[src/rtl/traffic_pkg.sv]
// Shared definitions for the intersection phase scheduler: lamp codes,
// road identifiers, FSM states (their encodings are the visible phase codes)
// and lamp decode helpers.
package traffic_pkg;

  localparam logic [2:0] LAMP_RED = 3'b100;
  localparam logic [2:0] LAMP_YEL = 3'b010;
  localparam logic [2:0] LAMP_GRN = 3'b001;

  localparam logic DIR_A = 1'b0;
  localparam logic DIR_B = 1'b1;

  typedef enum logic [2:0] {
    INIT  = 3'd0,
    A_GRN = 3'd1,
    A_YEL = 3'd2,
    AR_AB = 3'd3,
    B_GRN = 3'd4,
    B_YEL = 3'd5,
    AR_BA = 3'd6
  } state_t;

  // Road A lamp pattern shown while in state s.
  function automatic logic [2:0] lamp_a(state_t s);
    case (s)
      A_GRN:   return LAMP_GRN;
      A_YEL:   return LAMP_YEL;
      default: return LAMP_RED;
    endcase
  endfunction

  // Road B lamp pattern shown while in state s.
  function automatic logic [2:0] lamp_b(state_t s);
    case (s)
      B_GRN:   return LAMP_GRN;
      B_YEL:   return LAMP_YEL;
      default: return LAMP_RED;
    endcase
  endfunction

endpackage

[src/rtl/phase_timer.sv]
// Per-state dwell counter: cleared on state entry, counts up once per cycle,
// sticks at all ones. done flags the last cycle of a state lasting limit cycles.
module phase_timer #(
  parameter int TW = 5
) (
  input  logic          clock,
  input  logic          reset,
  input  logic          clear,
  input  logic [TW-1:0] limit,
  output logic [TW-1:0] count,
  output logic          done
);

  // Saturating up-counter with synchronous clear.
  // NOTE: state registers use non-blocking (<=) so every flop samples pre-edge values.
  always_ff @(posedge clock or posedge reset) begin
    if (reset) begin
      count <= '0;
    end else if (clear) begin
      count <= '0;
    end else if (count != '1) begin
      count <= count + 1'b1;
    end
  end

  assign done = (count == limit - 1'b1);

endmodule

[src/rtl/traffic_phase_scheduler.sv]
// Two-road intersection phase sequencer. Walks green -> yellow -> all-red for
// roads A and B under sensor demand, min/max green limits and emergency
// preemption. Lamp buses and phase are registered copies of the next state so
// they change only on the edge that enters a new state.
module traffic_phase_scheduler
  import traffic_pkg::*;
#(
  parameter int GREEN_MIN = 5,
  parameter int GREEN_MAX = 20,
  parameter int YELLOW_T  = 2,
  parameter int ALLRED_T  = 1,
  parameter int TW        = 5
) (
  input  logic       clock,
  input  logic       reset,
  input  logic       sense_a,
  input  logic       sense_b,
  input  logic       preempt,
  input  logic       preempt_dir,
  output logic [2:0] A,
  output logic [2:0] B,
  output logic [2:0] phase
);

  localparam logic [TW-1:0] GMIN_LAST = TW'(GREEN_MIN - 1);

  state_t        state;
  state_t        next_state;
  logic          last_green;
  logic          next_dir;
  logic          clear;
  logic          done;
  logic          min_met;
  logic [TW-1:0] limit;
  logic [TW-1:0] count;

  phase_timer #(.TW(TW)) u_timer (
    .clock (clock),
    .reset (reset),
    .clear (clear),
    .limit (limit),
    .count (count),
    .done  (done)
  );

  assign min_met  = (count >= GMIN_LAST);
  // After all-red, an active preempt picks the road; otherwise alternate.
  assign next_dir = preempt ? preempt_dir : ~last_green;
  assign clear    = (next_state != state);

  // Next-state and per-state timer limit selection.
  always_comb begin
    // NOTE: defaults first so every path assigns every output and no latch is inferred.
    next_state = state;
    limit      = TW'(ALLRED_T);
    case (state)
      INIT, AR_AB, AR_BA: begin
        limit = TW'(ALLRED_T);
        if (done) next_state = (next_dir == DIR_B) ? B_GRN : A_GRN;
      end
      A_GRN: begin
        limit = TW'(GREEN_MAX);
        if (preempt && preempt_dir == DIR_B)     next_state = A_YEL;
        else if (preempt)                        next_state = A_GRN;
        else if (!min_met || !sense_b)           next_state = A_GRN;
        else if (!sense_a || done)               next_state = A_YEL;
      end
      B_GRN: begin
        limit = TW'(GREEN_MAX);
        if (preempt && preempt_dir == DIR_A)     next_state = B_YEL;
        else if (preempt)                        next_state = B_GRN;
        else if (!min_met || !sense_a)           next_state = B_GRN;
        else if (!sense_b || done)               next_state = B_YEL;
      end
      A_YEL: begin
        limit = TW'(YELLOW_T);
        if (done) next_state = AR_AB;
      end
      B_YEL: begin
        limit = TW'(YELLOW_T);
        if (done) next_state = AR_BA;
      end
      default: next_state = INIT;
    endcase
  end

  // State register plus registered lamp/phase decode and last-green memory.
  always_ff @(posedge clock or posedge reset) begin
    if (reset) begin
      state      <= INIT;
      A          <= LAMP_RED;
      B          <= LAMP_RED;
      phase      <= 3'd0;
      last_green <= DIR_B;
    end else begin
      state <= next_state;
      A     <= lamp_a(next_state);
      B     <= lamp_b(next_state);
      phase <= next_state;
      if (next_state == A_GRN)      last_green <= DIR_A;
      else if (next_state == B_GRN) last_green <= DIR_B;
    end
  end

endmodule

[config.mk]
export PLATFORM = sky130hd
export DESIGN_NAME = traffic_phase_scheduler
export DESIGN_NICKNAME = d
export VERILOG_FILES = /design/src/rtl/traffic_pkg.sv /design/src/rtl/phase_timer.sv /design/src/rtl/traffic_phase_scheduler.sv
export SDC_FILE = /design/constraint.sdc
export NUM_CORES = 1
export LEC_CHECK = 0
export CAP_MARGIN = 25
export CORE_ASPECT_RATIO = 0.8
export CORE_UTILIZATION = 50
export DETAILED_ROUTE_END_ITERATION = 12
export PLACE_DENSITY = 0.73
export REMOVE_ABC_BUFFERS = 1
export SYNTH_ARGS = -nofsm -noshare
export SYNTH_HDL_FRONTEND = slang
export SYNTH_SLANG_ARGS = --single-unit
[constraint.sdc]
create_clock -name clock -period 4.9 [get_ports clock]
set_clock_uncertainty 0.15 [all_clocks]
set_input_delay 0.735 -clock clock [delete_from_list [all_inputs] [get_ports clock]]
set_output_delay 0.735 -clock clock [all_outputs]
set_load 0.1 [all_outputs]
==> out/metrics.csv <==
stage;metric;value;unit
sta;clock.fmax;315;MHz
setup_path;crit_required;4.01;ns
setup_path;reg2reg_to;A[0];
clock_tree;cts_hold_buf;0;
clock_tree;cts_tree;done;
final_layout;drive_above_1_share;13.5;%
place;pre_cts_slack;2.00;ns
global_route;first_global_vias;869;
die;pin_count;15;
drt;vias;941;
clock_tree;cts_setup_buffers;0;
clock_tree;insertion_delay;0.28;ns
synth;synth-seq-cells;15;
clock_tree;h-tree-depth;1;
final_layout;final_nets;143;
synth;avgSynthCellArea;9.34;sq um
clock_tree;path_clk_slew;0.09;ns
setup_path;crit_cells;1;
synth;synth_cells;121;
synth;synth-async-reset-ratio;100;%
drt;wl;2.36;mm
synth;ys_seq_area_share;33.6;%
drt;routed_via_density;5.99;
sta;relSlewSlack;34.5;%
setup_path;crit_start;state[0];
synth;synth_edf_count;0;
setup_path;reg2reg_depth;7;
global_route;grt_pass1_wl;4.02;mm
setup_path;r2r_slack;2.41;ns
die;design.die.area;2450;sq um
place;hpwl;1.77;mm
synth;ys_types;48;
final_layout;layout_commonest_cell;clkdlybuf4s50_1;
global_route;grt_antenna_before_repair;0;
synth;yosysWarnings;0;
setup_path;critPathCapture;phase[0];
drt;drc;0;
setup_path;cp_cell_sequence;clkdlybuf4s50_1;
sta;finalCritPeriodShare;64.7;%
drt;drtAntennaViolNets;0;
clock_tree;clkSinkCount;15;
clock_tree;cts_resized;0;
setup_path;critical_path.slowest_cell;clkdlybuf4s50_1;
sta;period_needed;3.17;ns
setup_path;worstSetupStartpointType;register;
outcome;status;finished clean;
clock_tree;root_buffer;clkbuf_4;
global_route;grt_max_degree;20;
worst_hold_path;min_path_type;register to register;
setup_path;cp_top_family;buffers and inverters;
setup_path;cp.arrival;2.29;ns
final_layout;area_growth_syn_to_layout;14.7;%
clock_tree;cts_buffer_depth;2;
die;die_w;55.1;um
die;start_util;56.6;%
place;port_buffers;14;
sta;hold_viol;0;
die;std_cell_rows;14;
drt;drtIter0Drc;36;
sta;finalMaxSlewViolations;0;
setup_path;slowest_delay;1.25;ns
place;gp_congestion;0.946;
clock_tree;cts_made_buffers;3;
sta;worst_slew_pin_slew;0.980;ns
job;max_cap_violations;0;
setup_path;cp_max_fo;19;
sta;setup_slack;1.73;ns
final_layout;layout_common_cells;14 x clkdlybuf4s50_1, 12 x dfrtp_1, 10 x nor2_1;
setup_path;path_class;register to output pin;
global_route;grt_overflow;0;
drt;drt_pass1_iterations;4;
worst_hold_path;whs_path_depth;2;
synth;synth_area;1130;sq um
sta;rsz0062_at_grt;no;
sta;setup_tns;0;ns
setup_path;critPathBufInv;1;
drt;wire_per_inst;15.1;um
die;die_h;44.5;um
die;fp.coreArea;2000;sq um
synth;synthFlopType;dfrtp_1;
global_route;grt_use_total;23.3;%
setup_path;endpoint_kind;output pin;
final_layout;diodes;0;
setup_path;worstReg2RegStart;state[0];
sta;setup_viol;0;
==> cells in the mapped netlist, drive strengths merged, types with 2 or more instances <==
| library cell | count | area, sq um |
|---|---|---|
| nand2 | 9 | 33.8 |
| o211ai | 2 | 28.8 |
| dfstp | 3 | 78.8 |
| nand3 | 2 | 10.0 |
| inv | 7 | 26.3 |
| a21oi | 9 | 48.8 |
| dfrtp | 12 | 300 |
| a211oi | 2 | 20.0 |
| a22oi | 2 | 15.0 |
| xor2 | 3 | 26.3 |
| nor3 | 9 | 50.1 |
| ha | 3 | 37.5 |
| buf | 5 | 30.0 |
| o21ai | 4 | 23.8 |
| nor2 | 10 | 37.5 |
| nor2b | 6 | 37.5 |
| o221ai | 2 | 23.8 |
| xnor2 | 2 | 17.5 |
| and2 | 2 | 12.5 |
| o2111ai | 2 | 17.5 |
| mux2i | 5 | 50.1 |
| o21a | 2 | 15.0 |
==> cell families after synthesis <==
logic type      count (synthesis)  share of synthesized area [%]
fa+ha+maj                       3                           3.32
buf+inv                        13                           5.31
simple gates                   47                           22.3
compound gates                 32                           25.2
mux                             5                           4.43
flops                          15                           33.6
xor+xnor                        6                           5.87
==> layout make-up <==
| type | instances | area (sq um) |
|---|---|---|
| timing repair buffer | 14 | 140 |
| clock inverter | 1 | 7.51 |
| inverter | 7 | 26.3 |
| clock buffer | 3 | 22.5 |
| multi-input combinational | 93 | 691 |
| sequential | 15 | 379 |
| fill | 175 | 701 |
| tap | 24 | 30.0 |
==> registers in the layout, indices dropped and copies added (netlist names) <==
register and count:
last_green 1, state 3, u_timer.count 5, A 3
B 3
==> metal layers <==
layer | share of wire (%) | vias up | wire (um) | global-route usage, %
met1 | 47 | 446 | 1120 | 34.6
met5 | 0 | - | 0 | 0
met4 | 0 | 0 | 0 | 4.50
li1 | - | 465 | - | -
met3 | 5.8 | 0 | 136 | 5.84
met2 | 47 | 30 | 1110 | 34.5
==> tightest hold or removal path: cells and delay by family, from the launching register on <==
kind / cells / cell delay (ns)
flops: 1 / 0.38
compound gates: 2 / 0.13
==> how the worst min path moves through the flow <==
stage | endpoint | from | slack (ns)
final | last_green | last_green | 0.36
after global routing | last_green | last_green | 0.40
after CTS | last_green | last_green | 0.36
after detailed placement | last_green | last_green | 0.35
after global placement | last_green | last_green | 0.35
after floorplan | last_green | last_green | 0.33
==> through the flow <==
| step | hold WS (ns) | cells | util, % | cell area, sq um |
|---|---|---|---|---|
| floorplan | 0.328 | 115 | - | 1100 |
| global placement | 0.347 | 153 | 63.4 | 1270 |
| detailed placement | 0.351 | 153 | 63.4 | 1270 |
| CTS | 0.362 | 157 | 64.9 | 1300 |
| global route | 0.399 | 157 | 64.9 | 1300 |
| finish | 0.360 | 157 | 64.9 | 1300 |
Power is left out: the tool's default activity adds up to more than one toggle a clock period on the data nets, which glitch-free logic cannot reach.
